### src/rtl/instr_encoder_pkg.sv
// Shared opcode/funct3 constants and the field bundle for the instruction encoder.
package instr_encoder_pkg;

  localparam int unsigned XLEN = 32;

  localparam logic [6:0] OPCODE_LOAD   = 7'b0000011;
  localparam logic [6:0] OPCODE_OP_IMM = 7'b0010011;
  localparam logic [6:0] OPCODE_AUIPC  = 7'b0010111;
  localparam logic [6:0] OPCODE_STORE  = 7'b0100011;
  localparam logic [6:0] OPCODE_OP     = 7'b0110011;
  localparam logic [6:0] OPCODE_LUI    = 7'b0110111;
  localparam logic [6:0] OPCODE_BRANCH = 7'b1100011;
  localparam logic [6:0] OPCODE_JALR   = 7'b1100111;
  localparam logic [6:0] OPCODE_JAL    = 7'b1101111;
  localparam logic [6:0] OPCODE_SYSTEM = 7'b1110011;

  localparam logic [2:0] FUNCT3_SYSTEM_CSRRW  = 3'b001;
  localparam logic [2:0] FUNCT3_SYSTEM_CSRRS  = 3'b010;
  localparam logic [2:0] FUNCT3_SYSTEM_CSRRC  = 3'b011;
  localparam logic [2:0] FUNCT3_SYSTEM_CSRRWI = 3'b101;
  localparam logic [2:0] FUNCT3_SYSTEM_CSRRSI = 3'b110;
  localparam logic [2:0] FUNCT3_SYSTEM_CSRRCI = 3'b111;

  localparam logic [XLEN-1:0] INSTR_NOP = 32'h00000013;

  typedef struct packed {
    logic [6:0]      opcode;
    logic [4:0]      rd;
    logic [4:0]      rs1;
    logic [4:0]      rs2;
    logic [2:0]      funct3;
    logic [6:0]      funct7;
    logic [XLEN-1:0] imm;
    logic [11:0]     csr;
  } enc_fields_t;

  // CSR variants whose rs1 field carries a 5-bit zero-extended immediate
  function automatic logic is_csr_imm(input logic [2:0] funct3);
    return (funct3 == FUNCT3_SYSTEM_CSRRWI) || (funct3 == FUNCT3_SYSTEM_CSRRSI) ||
           (funct3 == FUNCT3_SYSTEM_CSRRCI);
  endfunction

endpackage

### src/rtl/instr_encoder_imm_range_check.sv
// Decides whether an immediate is representable (range and alignment) for the given opcode.
module imm_range_check
  import instr_encoder_pkg::*;
(
  input  logic [6:0]      opcode_i,
  input  logic [2:0]      funct3_i,
  input  logic [XLEN-1:0] imm_i,
  output logic            legal_c
);

  // Sign-extension checks: upper bits must all equal the field's sign bit
  always_comb begin
    legal_c = 1'b0;
    case (opcode_i)
      OPCODE_LUI, OPCODE_AUIPC:
        legal_c = (imm_i[11:0] == 12'h000);
      OPCODE_JAL:
        legal_c = (imm_i[31:20] == {12{imm_i[20]}}) && !imm_i[0];
      OPCODE_JALR, OPCODE_LOAD, OPCODE_OP_IMM, OPCODE_STORE:
        legal_c = (imm_i[31:11] == {21{imm_i[11]}});
      OPCODE_BRANCH:
        legal_c = (imm_i[31:12] == {20{imm_i[12]}}) && !imm_i[0];
      OPCODE_OP:
        legal_c = 1'b1;
      OPCODE_SYSTEM:
        legal_c = is_csr_imm(funct3_i) ? (imm_i[31:5] == 27'h0) : 1'b1;
      default:
        legal_c = 1'b0;
    endcase
  end

endmodule

### src/rtl/instr_encoder.sv
// Packs decoded instruction fields into an RV32I word through a two-stage valid/ready pipe.
module instr_encoder
  import instr_encoder_pkg::*;
#(
  parameter int unsigned CNT_W = 16
) (
  input  logic             clk_i,
  input  logic             rst_ni,
  input  logic             in_valid_i,
  output logic             in_ready_o,
  input  logic [6:0]       opcode_i,
  input  logic [4:0]       rd_i,
  input  logic [4:0]       rs1_i,
  input  logic [4:0]       rs2_i,
  input  logic [2:0]       funct3_i,
  input  logic [6:0]       funct7_i,
  input  logic [XLEN-1:0]  imm_i,
  input  logic [11:0]      csr_i,
  output logic             out_valid_o,
  input  logic             out_ready_i,
  output logic [XLEN-1:0]  instr_o,
  output logic             err_o,
  output logic [CNT_W-1:0] enc_cnt_o,
  output logic [CNT_W-1:0] err_cnt_o
);

  localparam logic [CNT_W-1:0] CNT_MAX = '1;

  logic            s1_valid;
  enc_fields_t     s1_f;
  logic            s1_legal_c;
  logic            s2_adv_c;
  logic [4:0]      sys_rs1_c;
  logic [XLEN-1:0] word_c;

  assign s2_adv_c   = !out_valid_o || out_ready_i;
  assign in_ready_o = !s1_valid || s2_adv_c;

  // S1: capture the fields whenever the stage is free or draining
  always_ff @(posedge clk_i or negedge rst_ni) begin
    if (!rst_ni) begin
      s1_valid <= 1'b0;
      s1_f     <= '0;
    end else if (in_ready_o) begin
      s1_valid <= in_valid_i;
      if (in_valid_i) begin
        s1_f <= '{opcode: opcode_i, rd: rd_i, rs1: rs1_i, rs2: rs2_i, funct3: funct3_i,
                  funct7: funct7_i, imm: imm_i, csr: csr_i};
      end
    end
  end

  imm_range_check u_imm_range_check (
    .opcode_i (s1_f.opcode),
    .funct3_i (s1_f.funct3),
    .imm_i    (s1_f.imm),
    .legal_c  (s1_legal_c)
  );

  assign sys_rs1_c = is_csr_imm(s1_f.funct3) ? s1_f.imm[4:0] : s1_f.rs1;

  // Format-specific bit placement of the S1 fields
  always_comb begin
    word_c = INSTR_NOP;
    case (s1_f.opcode)
      OPCODE_LUI, OPCODE_AUIPC:
        word_c = {s1_f.imm[31:12], s1_f.rd, s1_f.opcode};
      OPCODE_JAL:
        word_c = {s1_f.imm[20], s1_f.imm[10:1], s1_f.imm[11], s1_f.imm[19:12], s1_f.rd,
                  s1_f.opcode};
      OPCODE_JALR, OPCODE_LOAD, OPCODE_OP_IMM:
        word_c = {s1_f.imm[11:0], s1_f.rs1, s1_f.funct3, s1_f.rd, s1_f.opcode};
      OPCODE_STORE:
        word_c = {s1_f.imm[11:5], s1_f.rs2, s1_f.rs1, s1_f.funct3, s1_f.imm[4:0], s1_f.opcode};
      OPCODE_BRANCH:
        word_c = {s1_f.imm[12], s1_f.imm[10:5], s1_f.rs2, s1_f.rs1, s1_f.funct3,
                  s1_f.imm[4:1], s1_f.imm[11], s1_f.opcode};
      OPCODE_OP:
        word_c = {s1_f.funct7, s1_f.rs2, s1_f.rs1, s1_f.funct3, s1_f.rd, s1_f.opcode};
      OPCODE_SYSTEM:
        word_c = {s1_f.csr, sys_rs1_c, s1_f.funct3, s1_f.rd, s1_f.opcode};
      default:
        word_c = INSTR_NOP;
    endcase
  end

  // S2: output register, held while the consumer stalls; illegal entries become NOPs
  always_ff @(posedge clk_i or negedge rst_ni) begin
    if (!rst_ni) begin
      out_valid_o <= 1'b0;
      instr_o     <= INSTR_NOP;
      err_o       <= 1'b0;
    end else if (s2_adv_c) begin
      out_valid_o <= s1_valid;
      if (s1_valid) begin
        instr_o <= s1_legal_c ? word_c : INSTR_NOP;
        err_o   <= !s1_legal_c;
      end
    end
  end

  // Saturating delivery counters, stepped on output handshakes only
  always_ff @(posedge clk_i or negedge rst_ni) begin
    if (!rst_ni) begin
      enc_cnt_o <= '0;
      err_cnt_o <= '0;
    end else if (out_valid_o && out_ready_i) begin
      if (enc_cnt_o != CNT_MAX) enc_cnt_o <= enc_cnt_o + CNT_W'(1);
      if (err_o && (err_cnt_o != CNT_MAX)) err_cnt_o <= err_cnt_o + CNT_W'(1);
    end
  end

endmodule

### config.mk
export PLATFORM = sky130hd
export DESIGN_NAME = instr_encoder
export DESIGN_NICKNAME = d
export VERILOG_FILES = /design/src/rtl/instr_encoder_pkg.sv /design/src/rtl/instr_encoder_imm_range_check.sv /design/src/rtl/instr_encoder.sv
export SDC_FILE = /design/constraint.sdc
export NUM_CORES = 1
export LEC_CHECK = 0
export ABC_AREA = 0
export CAP_MARGIN = 5
export CORE_MARGIN = 4
export CORE_UTILIZATION = 46
export CTS_CLUSTER_DIAMETER = 50
export CTS_CLUSTER_SIZE = 20
export DETAILED_ROUTE_END_ITERATION = 10
export MAX_ROUTING_LAYER = met4
export PLACE_DENSITY = 0.76
export SETUP_SLACK_MARGIN = 0.2
export SLEW_MARGIN = 25
export SYNTH_ARGS = -nofsm -noshare
export SYNTH_HDL_FRONTEND = slang
export SYNTH_HIERARCHICAL = 1
export SYNTH_SLANG_ARGS = --single-unit
### constraint.sdc
create_clock -name clk_i -period 2.2 [get_ports clk_i]
set_input_delay 0.33 -clock clk_i [delete_from_list [all_inputs] [get_ports clk_i]]
set_output_delay 0.33 -clock clk_i [all_outputs]
set_load 0.01 [all_outputs]
==> flow_summary.yaml, run 1 <==
worst_setup_path:
  start_kind: "register"
  cp_top_family: "simple AND/OR/NAND/NOR gates"
  endpoint_kind: "register"
  cp_slowest_cell: "dfrtp_1"
  crit_buf_inv: 0
  worstPathCellList: "nor4_2 -> nand3_1 -> or3_1 -> a2111o_1 -> nand4b_1 -> nand3_4 -> o21bai_4 -> a32oi_1"
  cp_slowest_stage_delay_ns: 0.39
  required_ns: 2.53
  path_class: "reg2reg"
  critPathMaxFanout: 7
  arrival_ns: 2.72
global_route:
  groute.usage.overall_pct: 22.98
  grt_pass1_wl_um: 29100
  grt.overflow.total: 0
  antenna_found_initial: 0
  grt_pass1_vias: 5626
  grt_start_max_net_pins: 55
clocking:
  clk_latency_ns: 0.42
  cts_inserted_buffers: 17
  root_buffer: "clkbuf_16"
  clk_pin_slew_ns: 0.05
  cts_sinks: 143
  cts_tree: "built"
  clock_path_buffers: 2
  htree_num_levels: 4
final_layout:
  fin_util_pct: 65.85
  nets: 869
  syn_to_final_growth_pct: 40.95
  final_common_cell: "clkdlybuf4s50_1"
  final_cell_count_no_fill: 982
  ff_latch_area_mm2: 0.003582
  fill_cells: 1087
  most-common-layout-cells: "clkdlybuf4s50_1 (145), dfrtp_1 (140), mux2_2 (90)"
  insertedDiodeCount: 0
  stdcell_area_mm2: 0.009534
  multi_input_area_mm2: 0.003079
  drive_gt1_share_pct: 25.94
pwr:
  clkPwrFrac_pct: 36.7
  p_comb_share_pct: 21.3
  power_density_mw_per_mm2: 812.5
  finalPower_mw: 7.747
  power.share.sequential_pct: 42.0
  p_leak_nw: 4.002
  swShare_pct: 26.46
  ir_worst_vdd_mv: 0.5892
  switchingPower_mw: 2.050
  power.internal_mw: 5.697
sta:
  setup_viol: 30
  maxSlewViolCount: 0
  finalWorstSetupSlack_ns: -0.1899
  fin_tns_setup_ns: -4.305
  relSlewSlack_pct: 50.57
  max_freq_ghz: 0.4184
  fin_crit_sh_pct: 108.6
  max_slew.worst_pin.slew_ns: 0.7414
  holdWs_ns: 0.4478
  post-route-min-period_ns: 2.390
  hold_viol: 0
  skew_ns: 0.006711
  rsz0062_at_grt: "true"
synthesis:
  synth_top_area_cell: "dfrtp_1"
  synthFlopType: "dfrtp_1"
  synth-edff-count: 0
  syn_area_mm2: 0.006764
  synth_nets: 664
  yosys_warnings: 6
  syn_area_per_cell_um2: 11.64
  synth_seq_area_share_pct: 52.96
  synth_area_leaders: "dfrtp_1 (52%), mux2_2 (15%), nand2_1 (3.4%), xnor2_1 (2.5%), and3_1 (1.8%)"
  syn_inst: 581
  synth_cell_types: 58
  ys_async_sr_fraction_pct: 100.0
  synth_top_area_share_pct: 51.79
  synth-seq-cells: 143
route:
  top_layer: "met4"
  wl_um: 18280
  routed_via_density: 5.623
  wl_met1_um: 7738
  drc: 0
  dr_wl_met2_um: 8778
  drt_iter0_drc: 489
  wl_per_cell_um: 18.61
  detail-route-antenna-nets: 0
  vias: 5522
  dr.pass1.iters: 6
  met3_wirelength_um: 1266
floorplanning:
  start_util_pct: 46.72
  core-area_mm2: 0.01448
  io_pins: 147
  fp.dieArea_mm2: 0.01671
  die_w_um: 129.3
  dieHeight_um: 129.3
  rows: 44
hold_path:
  holdCritPathClass: "in2async"
placed_design:
  dp_hpwl_um: 13590
  gp_congestion: 0.9441
  place_inst: 943
  numPortBuffers: 146
  dpl_cell_area_mm2: 0.008795
  post-place-ws_ns: -0.2967
flow_run:
  cap_violations: 0
status:
  status: "finished, violations left"
  violations: "negative setup slack"
-- repair_timing --
item | CTS | global route
hold endpoints to repair | 50 | 0
hold buffers | 1 | 0
endpoints found under the setup margin | 32 | 31
pin swaps | 16 | 4
gates cloned | 3 | 0
setup buffers | 3 | 1
gates resized for setup | 15 | 11
-- flip-flops by register name, indices dropped and copies added (netlist names) --
| register | flops |
|---|---|
| enc_cnt_o | 16 |
| err_cnt_o | 16 |
| err_o | 1 |
| out_valid_o | 1 |
| s1_valid | 1 |
| s1_f | 76 |
| instr_o | 32 |
-- final timing paths --
kind,start,endpoint,slack (ns),depth (start not counted)
max,s1_f[35],instr_o[31],-0.19,8
min,rst_ni,err_cnt_o[6],0.45,2
max reg2reg,s1_f[35],instr_o[31],-0.19,8
min reg2reg,instr_o[4],instr_o[4],0.47,2
max in group asynchronous,rst_ni,instr_o[4],1.07,3
min in group clk_i,instr_o[4],instr_o[4],0.47,2
-- kinds of logic after synthesis --
kind of cell	count (synthesis)	share of synthesized area, %
and+or+nand+nor	190	14.69
DFF	143	52.96
muxes	101	16.61
AOI/OAI and AO/OA	84	8.509
buffers and inverters	33	3.182
xor gates and xnor gates	27	3.496
adders and majority gates	3	0.5550
-- layer usage --
metal	track usage, %	vias up
met1	30.02	2691
met2	35.91	248
li1	-	2539
met3	4.287	44
met5	-	-
met4	8.586	0
-- synth_stat cells, types with 4 or more instances --
| cell | number |
|---|---|
| a21oi_1 | 12 |
| a221oi_1 | 5 |
| a222oi_1 | 10 |
| a22oi_1 | 4 |
| and3_1 | 19 |
| buf_2 | 11 |
| buf_6 | 7 |
| dfrtp_1 | 140 |
| inv_1 | 8 |
| mux2_2 | 90 |
| mux2i_1 | 11 |
| nand2_1 | 61 |
| nand2b_1 | 8 |
| nand3_1 | 20 |
| nand4_1 | 18 |
| nor2_1 | 27 |
| nor3_1 | 9 |
| nor4_1 | 6 |
| o21ai_0 | 15 |
| o21ai_1 | 21 |
| xnor2_1 | 19 |
| xor2_1 | 8 |
-- power by group through the flow --
stage	clock, mW	sequential, mW	combinational (mW)
after floorplan	0	3.30	0.752
after global placement	0	3.26	1.59
after detailed placement	0	3.29	1.63
after CTS	2.89	3.25	1.65
after global routing	3.00	3.29	1.79
final	2.85	3.25	1.65
-- final cells by class --
class	instances	share of cell area [%]
sequential	143	37.57
multi-input combinational	408	32.30
timing repair buffer	208	21.25
clock buffer	26	5.341
tap	184	2.415
clock inverter	5	0.8136
inverter	8	0.3150
-- worst reg2reg max path, stage by stage (launching register included) --
cell,delay [ns]
dfrtp_1,0.39
nor4_2,0.31
nand3_1,0.13
or3_1,0.34
a2111o_1,0.37
nand4b_1,0.17
nand3_4,0.13
o21bai_4,0.26
a32oi_1,0.20
Note: power is estimated with default switching activity, not from simulation.
==> run 2: changes to the inputs <==
Settings changed: ABC_AREA 0 to unset, CORE_ASPECT_RATIO set to 0.7.
==> run 2 against run 1 <==
  * Non-clock buffer count is 1 higher
  * Clock-buffer cell count is 7 lower
  * Die area is 0.19% higher
  * Cell area shrank 0.28%
  * Global-route usage rose by 0.53 points
  * Power down 0.60%
  * The run still ends with negative setup slack left
  * Sequential share of layout area increased by 0.10 points
==> flow_summary.yaml, run 2 (synthesis results as in run 1) <==
status:
  status: "finished, violations left"
  violations: "negative setup slack"
worst_setup_path:
  endpoint_kind: "register"
  arrival_ns: 2.85
  start_kind: "register"
  critPathMaxFanout: 7
  crit_buf_inv: 0
  cp_slowest_cell: "dfrtp_1"
  worstPathCellList: "nor4_2 -> nand3_1 -> or3_1 -> a2111o_1 -> nand4b_1 -> nand3_4 -> o21bai_4 -> o21ai_1"
  cp_top_family: "simple AND/OR/NAND/NOR gates"
  path_class: "reg2reg"
  required_ns: 2.52
  cp_slowest_stage_delay_ns: 0.40
placed_design:
  dp_hpwl_um: 13760
  dpl_cell_area_mm2: 0.008780
  gp_congestion: 0.8947
  numPortBuffers: 146
clocking:
  cts_tree: "built"
  clock_path_buffers: 2
  root_buffer: "clkbuf_16"
  htree_num_levels: 4
  clk_pin_slew_ns: 0.06
  cts_inserted_buffers: 17
  cts_sinks: 143
  clk_latency_ns: 0.41
global_route:
  groute.usage.overall_pct: 23.51
  grt.overflow.total: 0
  grt_start_max_net_pins: 49
  grt_pass1_vias: 5653
  antenna_found_initial: 0
  grt_pass1_wl_um: 30060
sta:
  rsz0062_at_grt: "true"
  maxSlewViolCount: 0
  fin_crit_sh_pct: 114.7
  finalWorstSetupSlack_ns: -0.3229
  max_slew.worst_pin.slew_ns: 0.6066
  skew_ns: 0.01025
  hold_viol: 0
  max_freq_ghz: 0.3964
  relSlewSlack_pct: 59.41
  post-route-min-period_ns: 2.523
  setup_viol: 30
  fin_tns_setup_ns: -7.276
final_layout:
  largest_register_ffs: 76
  drive_gt1_share_pct: 26.75
  nets: 870
  most-common-layout-cells: "clkdlybuf4s50_1 (144), dfrtp_1 (140), mux2_2 (90)"
  syn_to_final_growth_pct: 40.57
  insertedDiodeCount: 0
  stdcell_area_mm2: 0.009508
  final_common_cell: "clkdlybuf4s50_1"
  top_register: "s1_f"
  reg.largest.list: "s1_f x76, instr_o x32"
pwr:
  p_leak_nw: 3.978
  finalPower_mw: 7.700
  ir_worst_vdd_mv: 0.4956
  power_density_mw_per_mm2: 809.9
route:
  dr.pass1.iters: 5
  wl_per_cell_um: 19.32
  drt_iter0_drc: 407
  detail-route-antenna-nets: 0
  wl_um: 19130
  routed_via_density: 5.632
  vias: 5576
  drc: 0
floorplanning:
  rows: 36
  core-area_mm2: 0.01414
  io_pins: 147
  fp.dieArea_mm2: 0.01674
  start_util_pct: 47.82
  die_w_um: 152.9
  dieHeight_um: 109.5
hold_path:
  holdCritPathClass: "in2async"
flow_run:
  cap_violations: 0
==> run 2: per-stage QoR <==
stage | hold slack, ns | cells | util, % | worst slack (ns)
2_1_floorplan | 0.03441 | 581 | - | -0.05515
3_3_place_gp | 0.2889 | 951 | 62.08 | -0.2702
3_5_place_dp | 0.3046 | 951 | 62.08 | -0.4012
4_1_cts | 0.4400 | 989 | 66.80 | -0.2344
5_1_grt | 0.4704 | 990 | 67.22 | -0.4129
6_report | 0.4213 | 990 | 67.22 | -0.3229
==> run 2: worst paths after layout <==
check	from	end	slack (ns)	cells after the start
min in group clk_i	instr_o[17]	instr_o[17]	0.48	2
worst max register to register	s1_f[35]	instr_o[23]	-0.32	8
worst min register to register	instr_o[17]	instr_o[17]	0.48	2
worst min-delay path	rst_ni	err_cnt_o[5]	0.42	2
worst max-delay path	s1_f[35]	instr_o[23]	-0.32	8
max in group asynchronous	rst_ni	instr_o[0]	1.09	3
==> run 2: layer usage <==
metal	wire [um]	GRT usage (%)	up-vias
li1	-	-	2548
met1	8935	32.74	2774
met2	8715	35.17	235
met3	1302	5.507	19
met4	174	6.039	0
met5	0	-	-
==> run 2: timing repair <==
item,in CTS,in global routing
endpoints found under the hold margin,44,0
hold buffers,1,0
gates resized for setup,16,13
buffers inserted,2,1
endpoints found under the setup margin,32,31
pin swaps,20,8
gates cloned,3,0
==> run 2: layout make-up <==
cell class | instances | area [um2]
tap | 190 | 237.7
sequential | 143 | 3582
multi-input combinational | 408 | 3094
inverter | 8 | 30.03
clock buffer | 19 | 432.9
fill | 1057 | 4636
clock inverter | 13 | 140.1
timing repair buffer | 209 | 1991
==> run 2: where the power goes <==
part / internal (mW) / switching (mW)
registers: 2.95 / 0.297
logic: 0.914 / 0.733
clock network: 1.67 / 1.13
==> run 3: changes to the inputs <==
Settings changed: CELL_PAD_IN_SITES_DETAIL_PLACEMENT set to 0, CELL_PAD_IN_SITES_GLOBAL_PLACEMENT set to 2, CORE_UTILIZATION 46 to 30, PLACE_DENSITY 0.76 to unset, PLACE_DENSITY_LB_ADDON set to 0.1.
==> run 3 against run 2 <==
  * Critical path type unchanged
  * Clock power fell by 7%
  * Die area up 50%
  * Register-to-register slack gained 0.07 ns
  * The flow still finishes with violations (negative setup slack)
  * Clock skew down 0.0014 ns
  * Largest cell class unchanged
  * Largest power group unchanged
  * Critical path depth grew 1
  * Non-clock buffer count is 3 lower
  * Final cell count rose by 8.5%
==> flow_summary.yaml, run 3 (synthesis results as in run 1) <==
worst_setup_path:
  start_kind: "register"
  critPathMaxFanout: 10
  regToRegSetupSlack_ns: -0.25
  endpoint_kind: "register"
  r2r_cells: 9
  arrival_ns: 2.79
  required_ns: 2.54
  r2r-start: "s1_f[25]"
  reg2reg_to: "instr_o[26]"
  path_class: "reg2reg"
route:
  routed_via_density: 4.994
  dr.pass1.iters: 6
  detail-route-antenna-nets: 0
  wl_per_cell_um: 19.07
  drc: 0
  drt_iter0_drc: 353
  vias: 5364
  wl_um: 20480
sta:
  fin_tns_setup_ns: -6.204
  maxSlewViolCount: 0
  hold_viol: 0
  setup_viol: 29
  post-route-min-period_ns: 2.451
  relSlewSlack_pct: 55.35
  max_freq_ghz: 0.4080
  rsz0062_at_grt: "true"
  skew_ns: 0.008894
  finalWorstSetupSlack_ns: -0.2511
  fin_crit_sh_pct: 111.4
  holdWs_ns: 0.4188
  max_slew.worst_pin.slew_ns: 0.6673
final_layout:
  insertedDiodeCount: 0
  most-common-layout-cells: "clkdlybuf4s50_1 (145), dfrtp_1 (140), mux2_2 (90)"
  drive_gt1_share_pct: 26.39
  top_register: "s1_f"
  reg.largest.list: "s1_f x76, instr_o x32"
  nets: 864
  fill_cells: 2049
  syn_to_final_growth_pct: 41.23
  largest_register_ffs: 76
  final_common_cell: "clkdlybuf4s50_1"
  multi_input_area_mm2: 0.003058
  ff_latch_area_mm2: 0.003582
clocking:
  cts_sinks: 143
  cts_tree: "built"
  clk_pin_slew_ns: 0.06
  root_buffer: "clkbuf_16"
  clk_latency_ns: 0.42
  clock_path_buffers: 2
  htree_num_levels: 4
  cts_inserted_buffers: 17
global_route:
  antenna_found_initial: 1
  grt_pass1_wl_um: 32350
  groute.usage.overall_pct: 17.05
  grt.overflow.total: 0
  grt_start_max_net_pins: 57
  grt_pass1_vias: 5532
floorplanning:
  core-area_mm2: 0.02190
  start_util_pct: 30.88
  fp.dieArea_mm2: 0.02505
  die_w_um: 187.5
  rows: 45
  io_pins: 147
  dieHeight_um: 133.6
pwr:
  p_leak_nw: 3.966
  ir_worst_vdd_mv: 0.5191
  power_density_mw_per_mm2: 785.3
placed_design:
  numPortBuffers: 146
  dp_hpwl_um: 15110
  gp_congestion: 0.8031
status:
  violations: "negative setup slack"
  status: "finished, violations left"
flow_run:
  cap_violations: 0
hold_path:
  holdCritPathClass: "in2async"
## run 3: cell count changes in the layout (fill, tap and decap cells not counted), sizes merged
cell and delta:
buf -4, clkbuf +2, bufinv -2, dlygate4sd2 -1, inv -1, clkinvlp -2, clkdlybuf4s50 +1, o21bai -3
clkinv +2
## run 3: worst max-delay path: stages (launching register included)
cell,delay (ns)
dfrtp_1,0.41
nor4_4,0.31
nand2_1,0.13
or3_1,0.37
a2111o_1,0.37
nand4b_1,0.14
nand3_2,0.09
o21bai_4,0.23
buf_6,0.19
o21ai_1,0.15
## run 3: where the power goes
part | internal, mW | switching (mW)
clock network | 1.48 | 1.14
registers | 2.95 | 0.314
logic | 0.902 | 0.715
## run 3: per-stage QoR
step / setup WS [ns] / utilization (%) / cell area (um2) / std cells / power, mW
after floorplan: -0.05515 / - / 6764 / 581 / 4.054
after global placement: -0.3405 / 40.46 / 8862 / 1037 / 4.874
after detailed placement: -0.4039 / 40.46 / 8862 / 1037 / 4.912
after CTS: -0.2705 / 43.15 / 9450 / 1071 / 7.594
after global routing: -0.3856 / 43.62 / 9553 / 1074 / 7.907
final: -0.2511 / 43.62 / 9553 / 1074 / 7.501
## run 3: timing repair
action	4_1_cts	5_1_grt
setup endpoints to repair	32	31
hold endpoints to repair	40	0
setup buffers	3	2
hold buffers	1	0
pin swaps	5	5
gates cloned	0	1
gates resized for setup	13	17
## run 3: worst max path at each step
stage | start | end | slack (ns)
2_1_floorplan | s1_f[37] | instr_o[31] | -0.06
3_3_place_gp | s1_f[25] | instr_o[22] | -0.34
3_5_place_dp | s1_f[25] | instr_o[24] | -0.40
4_1_cts | s1_f[31] | instr_o[4] | -0.27
5_1_grt | s1_f[25] | instr_o[4] | -0.39
6_report | s1_f[25] | instr_o[26] | -0.25
## run 3: area by class of cell
| cell class | instances | share of cell area, % |
|---|---|---|
| sequential | 143 | 37.50 |
| multi-input combinational | 405 | 32.01 |
| timing repair buffer | 206 | 21.01 |
| clock buffer | 20 | 4.781 |
| tap | 282 | 3.694 |
| clock inverter | 10 | 0.6942 |
| inverter | 8 | 0.3143 |
## run 3: layer usage
layer | share of wire [%] | global-route usage, %
met5 | 0 | -
met4 | 0.93 | 3.790
met3 | 4.3 | 3.614
met2 | 42 | 24.11
met1 | 52 | 25.07
